<file path="src/rtl/mem_ctrl_pkg.sv">
// Shared types and constants for the byte-serial RAM port controller.
package mem_ctrl_pkg;

  typedef enum logic [1:0] {StIdle, StXfer, StTail, StDone} state_e;

  typedef enum logic [1:0] {OwnNone, OwnIf, OwnMem} owner_e;

  localparam logic [1:0]  MemLenB   = 2'b00;
  localparam logic [1:0]  MemLenH   = 2'b01;
  localparam logic [1:0]  MemLenW   = 2'b10;
  localparam logic        RstEnable = 1'b1;
  localparam logic [31:0] ZeroWord  = 32'h0000_0000;

  // Byte count of a transfer; the reserved code 11 behaves as a word.
  function automatic logic [2:0] len_bytes(logic [1:0] len);
    case (len)
      MemLenB: len_bytes = 3'd1;
      MemLenH: len_bytes = 3'd2;
      MemLenW: len_bytes = 3'd4;
      default: len_bytes = 3'd4;
    endcase
  endfunction

endpackage

</file>
<file path="src/rtl/mem_ctrl_arb.sv">
// Combinational grant between fetch and load/store; prefer_if tips a tie toward fetch.
module mem_ctrl_arb (
  input  logic if_req,
  input  logic mem_req,
  input  logic flush,
  input  logic prefer_if,
  output logic grant_if,
  output logic grant_mem
);

  logic if_ok;

  // A fetch seen together with a flush is stale and never granted.
  assign if_ok     = if_req & ~flush;
  assign grant_if  = if_ok & (~mem_req | prefer_if);
  assign grant_mem = mem_req & ~(if_ok & prefer_if);

endmodule

</file>
<file path="src/rtl/mem_ctrl.sv">
// Byte-serial RAM port controller shared by fetch and load/store.
// Define MEMCTRL_RR_ARB_EN for round-robin arbitration instead of fixed load/store priority.
module mem_ctrl
  import mem_ctrl_pkg::*;
#(
  parameter int unsigned ADDR_W = 32
) (
  input  logic              clk,
  input  logic              rst,
  input  logic              if_req_i,
  input  logic [31:0]       if_addr_i,
  input  logic              if_flush_i,
  input  logic              mem_req_i,
  input  logic              mem_we_i,
  input  logic [1:0]        mem_len_i,
  input  logic [31:0]       mem_addr_i,
  input  logic [31:0]       mem_wdata_i,
  input  logic [7:0]        ram_din_i,
  output logic [ADDR_W-1:0] ram_addr_o,
  output logic [7:0]        ram_dout_o,
  output logic              ram_wr_o,
  output logic [31:0]       if_data_o,
  output logic              if_done_o,
  output logic [31:0]       mem_rdata_o,
  output logic              mem_done_o,
  output logic              stall_req_if_o,
  output logic              stall_req_mem_o
);

  state_e            state_q, state_d;
  owner_e            owner_q, owner_d;
  logic [ADDR_W-1:0] base_q, base_d;
  logic [2:0]        len_q, len_d;
  logic              we_q, we_d;
  logic [31:0]       wdata_q, wdata_d;
  logic [1:0]        cnt_q, cnt_d;
  logic [31:0]       asm_q, asm_d;
  logic              grant_if, grant_mem, prefer_if;
  logic              last_byte, if_abort, xfer;

`ifdef MEMCTRL_RR_ARB_EN
  owner_e last_owner_q, last_owner_d;

  assign prefer_if = (last_owner_q == OwnMem);

  always_comb begin
    last_owner_d = last_owner_q;
    if (state_q == StIdle) begin
      if (grant_mem) begin
        last_owner_d = OwnMem;
      end else if (grant_if) begin
        last_owner_d = OwnIf;
      end
    end
  end

  always_ff @(posedge clk) begin
    if (rst == RstEnable) begin
      last_owner_q <= OwnMem;
    end else begin
      last_owner_q <= last_owner_d;
    end
  end
`else
  assign prefer_if = 1'b0;
`endif

  mem_ctrl_arb u_arb (
    .if_req    (if_req_i),
    .mem_req   (mem_req_i),
    .flush     (if_flush_i),
    .prefer_if (prefer_if),
    .grant_if  (grant_if),
    .grant_mem (grant_mem)
  );

  assign last_byte = (({1'b0, cnt_q} + 3'd1) == len_q);
  assign if_abort  = (owner_q == OwnIf) && if_flush_i;

  always_comb begin
    state_d = state_q;
    owner_d = owner_q;
    base_d  = base_q;
    len_d   = len_q;
    we_d    = we_q;
    wdata_d = wdata_q;
    cnt_d   = cnt_q;
    asm_d   = asm_q;

    unique case (state_q)
      StIdle: begin
        cnt_d   = 2'd0;
        owner_d = OwnNone;
        if (grant_mem) begin
          owner_d = OwnMem;
          base_d  = mem_addr_i[ADDR_W-1:0];
          len_d   = len_bytes(mem_len_i);
          we_d    = mem_we_i;
          wdata_d = mem_wdata_i;
          asm_d   = ZeroWord;
          state_d = StXfer;
        end else if (grant_if) begin
          owner_d = OwnIf;
          base_d  = if_addr_i[ADDR_W-1:0];
          len_d   = 3'd4;
          we_d    = 1'b0;
          wdata_d = ZeroWord;
          asm_d   = ZeroWord;
          state_d = StXfer;
        end
      end
      StXfer: begin
        // RAM returns the byte one cycle late, so cycle k lands byte k-1.
        if (!we_q && (cnt_q != 2'd0)) begin
          asm_d[{cnt_q - 2'd1, 3'b000} +: 8] = ram_din_i;
        end
        if (last_byte) begin
          state_d = we_q ? StDone : StTail;
        end else begin
          cnt_d = cnt_q + 2'd1;
        end
      end
      StTail: begin
        asm_d[{cnt_q, 3'b000} +: 8] = ram_din_i;
        state_d = StDone;
      end
      StDone: begin
        owner_d = OwnNone;
        state_d = StIdle;
      end
      default: state_d = StIdle;
    endcase

    if (if_abort && ((state_q == StXfer) || (state_q == StTail))) begin
      state_d = StIdle;
      owner_d = OwnNone;
      cnt_d   = 2'd0;
      asm_d   = ZeroWord;
    end
  end

  always_ff @(posedge clk) begin
    if (rst == RstEnable) begin
      state_q <= StIdle;
      owner_q <= OwnNone;
      base_q  <= '0;
      len_q   <= 3'd0;
      we_q    <= 1'b0;
      wdata_q <= ZeroWord;
      cnt_q   <= 2'd0;
      asm_q   <= ZeroWord;
    end else begin
      state_q <= state_d;
      owner_q <= owner_d;
      base_q  <= base_d;
      len_q   <= len_d;
      we_q    <= we_d;
      wdata_q <= wdata_d;
      cnt_q   <= cnt_d;
      asm_q   <= asm_d;
    end
  end

  assign xfer = (state_q == StXfer);

  always_comb begin
    ram_addr_o = '0;
    ram_dout_o = 8'h00;
    ram_wr_o   = 1'b0;
    if (xfer) begin
      ram_addr_o = base_q + {{(ADDR_W-2){1'b0}}, cnt_q};
      if (we_q) begin
        ram_wr_o   = 1'b1;
        ram_dout_o = wdata_q[{cnt_q, 3'b000} +: 8];
      end
    end
  end

  // A flush arriving in the done cycle still cancels the fetch result.
  assign if_done_o   = (state_q == StDone) && (owner_q == OwnIf) && !if_flush_i;
  assign mem_done_o  = (state_q == StDone) && (owner_q == OwnMem);
  assign if_data_o   = if_done_o ? asm_q : ZeroWord;
  assign mem_rdata_o = mem_done_o ? asm_q : ZeroWord;

  assign stall_req_if_o  = if_req_i & ~if_done_o;
  assign stall_req_mem_o = mem_req_i & ~mem_done_o;

endmodule

</file>
<file path="config.mk">
export PLATFORM = sky130hd
export DESIGN_NAME = mem_ctrl
export DESIGN_NICKNAME = d
export VERILOG_FILES = /design/src/rtl/mem_ctrl_pkg.sv /design/src/rtl/mem_ctrl_arb.sv /design/src/rtl/mem_ctrl.sv
export SDC_FILE = /design/constraint.sdc
export NUM_CORES = 1
export LEC_CHECK = 0
export ABC_AREA = 1
export BUFFER_PORTS_ARGS = -buffer_cell sky130_fd_sc_hd__buf_2
export CORE_UTILIZATION = 57
export DETAILED_ROUTE_END_ITERATION = 6
export PLACE_DENSITY = 0.87
export SETUP_SLACK_MARGIN = 0.1
export SLEW_MARGIN = 20
export SYNTH_ARGS = -nofsm -noshare
export SYNTH_HDL_FRONTEND = slang
export SYNTH_SLANG_ARGS = --single-unit
</file>
<file path="constraint.sdc">
create_clock -name clk -period 4.9 [get_ports clk]
set_clock_uncertainty 0.1 [all_clocks]
set_input_delay 0.49 -clock clk [delete_from_list [all_inputs] [get_ports clk]]
set_output_delay 0.49 -clock clk [all_outputs]
set_load 0.005 [all_outputs]
</file>
==> results.sh <==
export IMPL_outcome="finished, final reports clean"
export IMPL_yosysSeqAreaShare_pct=29.3
export IMPL_wirelength_mm=21.6
export IMPL_rsz0062_at_grt="false"
export IMPL_postRouteAntennaNets=0
export IMPL_final_cells=1564
export IMPL_criticalPathCategory="flip-flop to flip-flop"
export IMPL_internal_power_mw=1.90
export IMPL_numCtsBuffers=9
export IMPL_multi_input_area_mm2=0.00442
export IMPL_h_tree_depth=3
export IMPL_layout_nets=1517
export IMPL_start_kind="flip-flop"
export IMPL_endpoint_kind="flip-flop"
export IMPL_gp_congestion=0.919
export IMPL_grt_overflow=0
export IMPL_antenna_found_initial=0
export IMPL_ctsHoldBuffers=0
export IMPL_mostFrequentLayoutCells="412 x nand2_1, 220 x buf_2, 166 x nor2_1"
export IMPL_yosysWarningCount=0
export IMPL_whs_endpoint="wdata_q[29]"
export IMPL_vdd_drop_max_mv=0.255
export IMPL_core_area_mm2=0.0122
export IMPL_die_w_um=115
export IMPL_switching_share_pct=48.0
export IMPL_fin_ws_ns=1.45
export IMPL_tritoncts="built"
export IMPL_cp_max_fo=33
export IMPL_reg2reg_slack_ns=1.45
export IMPL_fin_util_pct=70.0
export IMPL_fillers=1167
export IMPL_holdPathStages=3
export IMPL_grt_pass1_wl_mm=34.3
export IMPL_cts_resized=0
export IMPL_cap_violations=0
export IMPL_reg2reg_to="asm_q[23]"
export IMPL_timing_final_crit_share_pct=70.4
export IMPL_seq_area_mm2=0.00212
export IMPL_ios=221
export IMPL_grt_max_degree=67
export IMPL_slew_viol_final=0
export IMPL_synth_seq_cells=106
export IMPL_grt_pass1_vias=7354
export IMPL_required_ns=5.09
export IMPL_whs_ns=0.264
export IMPL_vias_per_cell=5.54
export IMPL_dpl_hpwl_mm=15.2
export IMPL_finalHoldViolations=0
export IMPL_p_clk_share_pct=20.9
export IMPL_drtIter0Drc=885
export IMPL_reg2reg_from="cnt_q[1]"
export IMPL_setup_viol_count_final=0
export IMPL_min_from="mem_wdata_i[29]"
export IMPL_pwr_share_seq_pct=32.8
export IMPL_tightestPinTransition_ns=1.00
export IMPL_critPathArrivalTime_ns=3.64
export IMPL_fp_row_count=40
export IMPL_n_antenna_cell=0
export IMPL_syn2layout_area_growth_pct=18.1
export IMPL_synth_edf_count=0
export IMPL_switchingPower_mw=1.75
export IMPL_drive_gt1_share_pct=19.9
export IMPL_synth_cells=1224
export IMPL_p_comb_share_pct=46.2
export IMPL_reg2reg_depth=7
export IMPL_synth_main_ff_cell="dfxtp_1"
export IMPL_tns_ns=0
export IMPL_max_freq_ghz=0.290
export IMPL_clk_path_buf_depth=2
export IMPL_die_y_um=115
export IMPL_synth_area_per_cell_um2=5.91
export IMPL_die_area_mm2=0.0131
export IMPL_clock_sinks=106
export IMPL_async_flop_share_pct=0
export IMPL_initial_core_util_pct=59.2
export IMPL_drc=0
export IMPL_power_density_mw_per_mm2=428
export IMPL_clock_latency_ns=0.37
export IMPL_post_cts_setup_buffers=0
export IMPL_synth_area_mm2=0.00723
export IMPL_slew_headroom_pct=33.2
export IMPL_root_buffer="clkbuf_16"
export IMPL_synth_cell_type_count=38
export IMPL_gr_usage_all_layers_pct=32.6
export IMPL_p_leak_nw=3.84
export IMPL_final_common_cell="nand2_1"
export IMPL_drt_first_pass_iters=7
export IMPL_dp_cells=1548
export IMPL_port_buffers=220
export IMPL_clkTransAtPathRegs_ns=0.08
export IMPL_wl_per_cell_um=13.8
export IMPL_hold_class="input port to flip-flop"
export IMPL_via_count=8669
export IMPL_pre_cts_ws_ns=1.54
export IMPL_period_needed_ns=3.45
export IMPL_synth_nets=1350
registers in the layout, summed over array words and instances, names as in the netlist:
| signal | count |
|---|---|
| state_q | 2 |
| cnt_q | 2 |
| base_q | 32 |
| owner_q | 2 |
| asm_q | 32 |
| we_q | 1 |
| wdata_q | 32 |
| len_q | 3 |
metrics by stage:
step           instance area (um^2)  total power [mW]
2_1_floorplan                  7230              2.49
3_3_place_gp                   8240              2.83
3_5_place_dp                   8240              2.86
4_1_cts                        8550              3.62
5_1_grt                        8550              3.90
6_report                       8550              3.65
layer usage:
metal  part of all wire [%]  wire, um  vias up  GRT usage (%)
met5                      0         0        -              0
met4                    3.2       701        0           15.4
met3                    7.5      1620       64           6.09
met2                     46     10000      439           53.3
met1                     43      9300     3894           41.6
li1                       -         -     4272              -
power groups by stage:
stage	logic, mW	registers [mW]	clock network [mW]
2_1_floorplan	1.33	1.16	0
3_3_place_gp	1.63	1.21	0
3_5_place_dp	1.65	1.21	0
4_1_cts	1.66	1.19	0.765
5_1_grt	1.87	1.22	0.796
6_report	1.69	1.20	0.765
synth_stat cells (2+ instances only):
cell / count / area share, %
nand2_1: 412 / 21
nor2_1: 166 / 8.6
a21oi_1: 118 / 8.2
o21ai_0: 111 / 7.7
dfxtp_1: 106 / 29
inv_1: 85 / 4.4
nand3_1: 39 / 2.7
a31oi_1: 33 / 2.9
buf_2: 30 / 2.1
clkbuf_1: 25 / 1.3
ha_1: 13 / 2.2
nor2_4: 8 / 1.2
o22ai_1: 8 / 0.69
a21oi_2: 7 / 0.85
inv_2: 6 / 0.31
xor2_1: 6 / 0.73
buf_6: 5 / 0.78
nor3_1: 5 / 0.35
nand2_2: 4 / 0.35
nor2_2: 4 / 0.35
o21ai_1: 4 / 0.28
buf_1: 3 / 0.16
buf_4: 3 / 0.31
nand4_1: 3 / 0.26
a22oi_1: 2 / 0.21
clkbuf_2: 2 / 0.14
clkinv_1: 2 / 0.10
nand3_2: 2 / 0.28
nand3_4: 2 / 0.48
xnor2_1: 2 / 0.24
kinds of logic after synthesis:
group,after synthesis,share of synthesized area (%)
AO/OA/AOI/OAI,284,20.8
buffers and inverters,162,9.67
AND/OR/NAND/NOR,650,36.7
XOR/XNOR,8,0.969
flip-flops,106,29.3
adder cells (fa/ha/maj),14,2.53
worst max-delay path: stages (launching register included):
cell and delay (ns):
dfxtp_1 0.74, clkinv_1 0.51, ha_1 0.37, o21ai_1 0.21, nand3_4 0.37, nor2_4 0.74
nand2_1 0.16, a21oi_2 0.14
layout make-up:
class | instances | share of cell area [%]
clock buffer | 11 | 2.96
inverter | 94 | 4.16
clock inverter | 5 | 0.615
multi-input combinational | 956 | 51.7
timing repair buffer | 224 | 13.2
tap | 168 | 2.46
sequential | 106 | 24.8
worst max path at each step:
stage	from	endpoint	slack (ns)	depth (start not counted)
global placement	cnt_q[1]	asm_q[7]	1.62	7
CTS	cnt_q[1]	asm_q[23]	1.52	7
finish	cnt_q[1]	asm_q[23]	1.45	7
detailed placement	cnt_q[1]	asm_q[7]	1.54	7
global route	cnt_q[1]	asm_q[23]	1.21	7
floorplan	cnt_q[1]	asm_q[7]	2.66	11
(Power assumes the default switching activity.)
